**config.mk**
```make
export PLATFORM = sky130hd
export DESIGN_NAME = timing_sequencer_flat
export DESIGN_NICKNAME = d
export VERILOG_FILES = /design/src/rtl/timing_sequencer_if.sv /design/src/rtl/timing_sequencer.sv /design/src/flat_wrapper.sv
export SDC_FILE = /design/constraint.sdc
export NUM_CORES = 1
export LEC_CHECK = 0
export CORE_UTILIZATION = 40
export DETAILED_ROUTE_END_ITERATION = 12
export PLACE_DENSITY = 0.85
export RECOVER_POWER = 50
export SYNTH_ARGS = -nofsm -noshare
export SYNTH_HDL_FRONTEND = slang
export SYNTH_SLANG_ARGS = --single-unit
```
**constraint.sdc**
```tcl
create_clock -name clk -period 2 [get_ports clk]
set_clock_uncertainty 0.2 [all_clocks]
set_input_delay 0.2 -clock clk [delete_from_list [all_inputs] [get_ports clk]]
set_output_delay 0.2 -clock clk [all_outputs]
set_load 0.1 [all_outputs]
```
**src/rtl/timing_sequencer_if.sv**
```systemverilog
// Control-unit side bundle of the run/halt/step timing sequencer: requests, strobes,
// the IR bus input, and the timing/decode/status outputs.
interface timing_sequencer_if #(
  parameter int CNT_W = 16
);
  logic             run_req;
  logic             step_req;
  logic             halt_req;
  logic             clr_sc;
  logic             ld_ir;
  logic [7:0]       bus_in;

  logic [7:0]       T;
  logic [7:0]       D;
  logic             I;
  logic [7:0]       B;
  logic             busy;
  logic             halt_pend;
  logic [CNT_W-1:0] instr_cnt;
  logic             seq_err;

  // The front panel / control unit drives requests and strobes.
  modport master (
    output run_req, step_req, halt_req, clr_sc, ld_ir, bus_in,
    input  T, D, I, B, busy, halt_pend, instr_cnt, seq_err
  );

  // The sequencer consumes requests and produces timing and decode.
  modport slave (
    input  run_req, step_req, halt_req, clr_sc, ld_ir, bus_in,
    output T, D, I, B, busy, halt_pend, instr_cnt, seq_err
  );
endinterface

```
**src/rtl/timing_sequencer.sv**
```systemverilog
// Run/halt/step timing generator: owns the IR and the 3-bit sequence counter, and
// produces the one-hot T vector plus the D/I/B decode for the control unit.
module timing_sequencer #(
  parameter int CNT_W = 16
) (
  input  logic              clk,
  input  logic              rst_n,
  timing_sequencer_if.slave sif
);

  typedef enum logic [1:0] {
    IDLE = 2'd0,
    RUN  = 2'd1,
    STEP = 2'd2
  } state_t;

  state_t           state_q, state_d;
  logic [2:0]       sc_q, sc_d;
  logic [7:0]       ir_q, ir_d;
  logic             halt_pend_q, halt_pend_d;
  logic [CNT_W-1:0] instr_cnt_q, instr_cnt_d;
  logic             seq_err_q, seq_err_d;

  logic busy;
  logic boundary;

  function automatic logic [7:0] onehot8(input logic [2:0] idx);
    onehot8 = 8'd1 << idx;
  endfunction

  assign busy     = (state_q != IDLE);
  assign boundary = busy & sif.clr_sc;

  always_ff @(posedge clk or negedge rst_n) begin
    if (!rst_n) begin
      state_q     <= IDLE;
      sc_q        <= 3'd0;
      ir_q        <= 8'd0;
      halt_pend_q <= 1'b0;
      instr_cnt_q <= '0;
      seq_err_q   <= 1'b0;
    end else begin
      state_q     <= state_d;
      sc_q        <= sc_d;
      ir_q        <= ir_d;
      halt_pend_q <= halt_pend_d;
      instr_cnt_q <= instr_cnt_d;
      seq_err_q   <= seq_err_d;
    end
  end

  always_comb begin
    state_d     = state_q;
    sc_d        = sc_q;
    ir_d        = ir_q;
    halt_pend_d = halt_pend_q;
    instr_cnt_d = instr_cnt_q;
    seq_err_d   = seq_err_q;

    unique case (state_q)
      IDLE: begin
        // A halt in IDLE has nothing to stop; it also masks a simultaneous start.
        sc_d        = 3'd0;
        halt_pend_d = 1'b0;
        if (sif.halt_req) begin
          state_d = IDLE;
        end else if (sif.step_req) begin
          state_d = STEP;
        end else if (sif.run_req) begin
          state_d = RUN;
        end
      end

      RUN, STEP: begin
        sc_d = sif.clr_sc ? 3'd0 : sc_q + 3'd1;
        if (sif.ld_ir) begin
          ir_d = sif.bus_in;
        end
        // Running off the end of T7 means the control unit missed its clear.
        if ((sc_q == 3'd7) && !sif.clr_sc) begin
          seq_err_d = 1'b1;
        end

        if (boundary) begin
          instr_cnt_d = instr_cnt_q + CNT_W'(1);
          if ((state_q == STEP) || halt_pend_q || sif.halt_req) begin
            state_d     = IDLE;
            halt_pend_d = 1'b0;
          end
        end else if (sif.halt_req) begin
          halt_pend_d = 1'b1;
        end
      end

      default: begin
        state_d = IDLE;
        sc_d    = 3'd0;
      end
    endcase
  end

  // Decode is combinational from the registered IR and gated by busy, so an
  // asynchronous reset clears it without waiting for a clock.
  always_comb begin
    sif.T = 8'd0;
    sif.D = 8'd0;
    sif.I = 1'b0;
    sif.B = 8'd0;
    if (busy) begin
      sif.T = onehot8(sc_q);
      sif.D = onehot8(ir_q[6:4]);
      sif.I = ir_q[7];
      sif.B = {4'b0000, ir_q[3:0]};
    end
  end

  assign sif.busy      = busy;
  assign sif.halt_pend = halt_pend_q;
  assign sif.instr_cnt = instr_cnt_q;
  assign sif.seq_err   = seq_err_q;

  a_t_onehot : assert property (@(posedge clk) disable iff (!rst_n) $onehot0(sif.T));
  a_idle_sc  : assert property (@(posedge clk) disable iff (!rst_n) (!busy) |-> (sc_q == 3'd0));
  a_idle_hp  : assert property (@(posedge clk) disable iff (!rst_n) (!busy) |-> !halt_pend_q);

endmodule

```
**src/flat_wrapper.sv**
```systemverilog
// flat-port wrapper written by rule: the top's interface ports become plain ports
module timing_sequencer_flat 
#(
  parameter int CNT_W = 16
)
  (clk, rst_n, sif_run_req, sif_step_req, sif_halt_req, sif_clr_sc, sif_ld_ir, sif_bus_in, sif_T, sif_D, sif_I, sif_B, sif_busy, sif_halt_pend, sif_instr_cnt, sif_seq_err);
  timing_sequencer_if #(.CNT_W(CNT_W)) sif_i ();
  input  logic clk;
  input  logic rst_n;
  input wire logic [$bits(sif_i.run_req)-1:0] sif_run_req;
  input wire logic [$bits(sif_i.step_req)-1:0] sif_step_req;
  input wire logic [$bits(sif_i.halt_req)-1:0] sif_halt_req;
  input wire logic [$bits(sif_i.clr_sc)-1:0] sif_clr_sc;
  input wire logic [$bits(sif_i.ld_ir)-1:0] sif_ld_ir;
  input wire logic [$bits(sif_i.bus_in)-1:0] sif_bus_in;
  output wire logic [$bits(sif_i.T)-1:0] sif_T;
  output wire logic [$bits(sif_i.D)-1:0] sif_D;
  output wire logic [$bits(sif_i.I)-1:0] sif_I;
  output wire logic [$bits(sif_i.B)-1:0] sif_B;
  output wire logic [$bits(sif_i.busy)-1:0] sif_busy;
  output wire logic [$bits(sif_i.halt_pend)-1:0] sif_halt_pend;
  output wire logic [$bits(sif_i.instr_cnt)-1:0] sif_instr_cnt;
  output wire logic [$bits(sif_i.seq_err)-1:0] sif_seq_err;
  assign sif_i.run_req = sif_run_req;
  assign sif_i.step_req = sif_step_req;
  assign sif_i.halt_req = sif_halt_req;
  assign sif_i.clr_sc = sif_clr_sc;
  assign sif_i.ld_ir = sif_ld_ir;
  assign sif_i.bus_in = sif_bus_in;
  assign sif_T = sif_i.T;
  assign sif_D = sif_i.D;
  assign sif_I = sif_i.I;
  assign sif_B = sif_i.B;
  assign sif_busy = sif_i.busy;
  assign sif_halt_pend = sif_i.halt_pend;
  assign sif_instr_cnt = sif_i.instr_cnt;
  assign sif_seq_err = sif_i.seq_err;
  timing_sequencer #(.CNT_W(CNT_W)) u_core (.clk(clk), .rst_n(rst_n), .sif(sif_i));
endmodule
```
==> flow_summary.yaml, run 1 <==
outcome:
  outcome: "finished, final reports clean"
yosys:
  synth_xor_area_share_pct: 8.18
  ys_ff_latch: 31
  synth_top_family_by_area: "simple AND/OR/NAND/NOR gates"
  ys_seq_area_share_pct: 48.3
  synth_mux_area_share_pct: 6.31
  yosysWarnings: 0
  synthCells: 150
  ys_types: 28
  synth_compound_gate_area_share_pct: 3.12
  yosys.area_share.simple_pct: 21.9
  syn_area_per_cell_um2: 10.7
  synth_adder_area_share_pct: 7.79
  mappedNetlistArea_mm2: 0.00161
detailed_routing:
  num_vias: 1329
  drcViolationCount: 0
  drtIter0Drc: 46
  wl_mm: 3.79
  ant_nets: 0
  drt_pre_antenna_iters: 4
  wl_per_cell_um: 14.1
  vias_per_cell: 4.94
clock_network:
  numCtsBuffers: 5
  ctsHoldBuffers: 0
  root_buffer: "clkbuf_8"
  cts_tree: "done"
  clock_latency_ps: 280
  path_clk_slew_ps: 60
  ctsHtreeMaxLevel: 2
  cts.path.max_buffers: 2
  clock-sinks: 31
final_layout:
  drive_gt1_share_pct: 46.6
  regArea_um2: 790
  final_core_util_pct: 72.8
  n_antenna_cell: 0
  fillers: 262
  final_common_cell: "buf_12"
  multiInputGateArea_um2: 933
  fin_area_mm2: 0.00272
  nets: 245
  final_cell_mix: "buf_12, dfrtp_1, clkbuf_2"
  syn2layout_area_growth_pct: 69.5
sta:
  final_max_slew_viol_count: 0
  fmax_mhz: 511
  finalCritPeriodShare_pct: 97.8
  finalSetupViolCount: 0
  worst_pin_slew_ps: 761
  relSlewSlack_pct: 49.3
  final.setup.tns_ps: 0
  period_needed_ps: 1960
  holdWs_ps: 279
  hold_viol: 0
worst_setup_path:
  crit_path_max_fanout: 6
  critPathMaxStageDelay_ps: 370
  crit_slowest_cell: "dfrtp_1"
  end_kind: "output pin"
  r2r_end: "u_core.sif.instr_cnt[15]$_DFFE_PN0P_"
  path_common_cell: "buf_12"
  cp_data_arrival_time_ps: 1560
  crit_type: "reg2out"
  path_cells: "inv_2, ha_4, buf_12, nor4_4, buf_12"
  worstReg2RegStart: "u_core.state_q[1]$_DFFE_PN0P_"
  cp.buffers_inverters: 3
  start_kind: "flop"
  required_ps: 1600
  ff2ff_setup_slack_ps: 130
  crit_family: "buffers and inverters"
  ff2ff_path_depth: 6
floorplan:
  dieHeight_um: 65.4
  std_cell_rows: 22
  pin_count: 59
  die_area_mm2: 0.00427
  core_area_mm2: 0.00374
  die_w_um: 65.4
  start_util_pct: 42.9
global_route:
  met3_usage_pct: 5.21
  grt_usage_pct: 19.2
  met2_usage_pct: 34.8
  grt_use_met1_pct: 22.0
  gr-max-usage-layer: "met2"
  grt_first_pass_wirelength_mm: 6.07
  antenna_found_initial: 0
  globalRouteOverflowTotal: 0
  grt_pass1_vias: 1262
  grt_max_degree: 32
worst_hold_path:
  hp-class: "reg2reg"
  holdCritStartpoint: "u_core.sif.seq_err$_DFFE_PN0P_"
  whs_endpoint: "u_core.sif.seq_err$_DFFE_PN0P_"
  whs_path_depth: 1
place:
  gp_congestion: 0.852
  dp_hpwl_mm: 2.89
  port-buffer-count: 54
  placed_area_mm2: 0.00256
run:
  max_cap_violations: 0
==> per-stage QoR <==
stage,worst slack (ps),std cells
after floorplan,-210,153
after global placement,120,252
after detailed placement,91.3,252
after CTS,15.7,261
after global routing,-8.52,269
final,44.9,269
==> worst register-to-register path, stage by stage (launching register included) <==
cell and delay [ps]:
dfrtp_1 370, inv_2 60, ha_4 290, nand4_1 200
nor4_4 370, nand3_1 130, xnor2_1 130
==> layout make-up <==
type | instances | share of cell area, %
flip-flops and latches | 31 | 29.0
repair buffers | 65 | 29.0
clock inverters | 1 | 0.276
inverters | 9 | 1.70
well taps | 48 | 2.20
multi-input cells | 108 | 34.3
clock buffers | 7 | 3.54
==> cells in the mapped netlist <==
cell type	n	area share [%]
and4b_2	1	0.70
and3_1	8	3.1
clkinv_1	1	0.23
clkbuf_1	1	0.23
o21ai_0	3	0.93
a32o_1	1	0.62
nand2b_1	4	1.6
inv_1	8	1.9
nand3_1	6	1.9
xnor2_1	8	4.4
buf_4	4	1.9
nand2_1	8	1.9
conb_1	1	0.23
nand2b_4	1	0.86
nor2b_1	6	2.3
nand4_1	5	1.9
ha_1	10	7.8
xor2_1	7	3.8
a21oi_1	2	0.62
o21bai_1	1	0.47
mux2_2	9	6.3
a21boi_0	1	0.47
nand3_2	1	0.62
nor2_1	12	2.8
nor4_1	1	0.39
nor4_4	1	1.3
dfrtp_1	31	48
nor3_1	8	2.5
==> kinds of logic after synthesis <==
kind of cell,Yosys count
and+or+nand+nor,62
AOI/OAI and AO/OA,8
buffers and inverters,14
other,1
xor gates and xnor gates,15
muxes,9
DFF,31
adders and majority gates,10
==> metal layers <==
layer,vias up,share of wire (%)
li1,644,-
met1,639,43
met2,43,52
met3,3,5.0
met4,0,0.48
met5,-,0
==> worst max path at each step <==
| stage | startpoint | to | slack, ps | cells past startpoint |
|---|---|---|---|---|
| final | u_core.state_q[1]$_DFFE_PN0P_ | sif_D[0] | 40 | 5 |
| after global routing | u_core.ir_q[6]$_DFFE_PN0P_ | sif_D[4] | -9 | 3 |
| after CTS | u_core.state_q[0]$_DFFE_PN0P_ | sif_D[0] | 20 | 5 |
| after detailed placement | u_core.state_q[1]$_DFFE_PN0P_ | u_core.sif.instr_cnt[15]$_DFFE_PN0P_ | 90 | 6 |
| after global placement | sif_clr_sc | u_core.state_q[1]$_DFFE_PN0P_ | 120 | 5 |
| after floorplan | u_core.state_q[1]$_DFFE_PN0P_ | sif_D[0] | -210 | 4 |
==> repair_timing <==
| item | in CTS | in global routing |
|---|---|---|
| buffers inserted | 1 | 7 |
| cloned | 0 | 1 |
| gates resized for setup | 1 | 3 |
| setup endpoints to repair | 11 | 7 |
| pin swaps | 0 | 2 |
==> sequential cells by signal (all words and copies together), names as in the netlist <==
| name | count |
|---|---|
| u_core.sif.halt_pend | 1 |
| u_core.state_q | 2 |
| u_core.sif.seq_err | 1 |
| u_core.sif.instr_cnt | 16 |
| u_core.sc_q | 3 |
| u_core.ir_q | 8 |
Power of run 1 is left out: the tool's default activity adds up to more than one toggle a clock period on the data nets, which glitch-free logic cannot reach.
==> inputs of run 2 (changes only) <==
--- a/config.mk
+++ b/config.mk
@@ -6,6 +6,7 @@
 export NUM_CORES = 1
 export LEC_CHECK = 0
 export CORE_UTILIZATION = 40
+export CTS_CLUSTER_SIZE = 20
 export DETAILED_ROUTE_END_ITERATION = 12
 export PLACE_DENSITY = 0.85
 export RECOVER_POWER = 50
==> results of run 2 <==
No change in the layout: final DEF, timing and power equal those of run 1.
Power of run 2 is left out for the same reason.
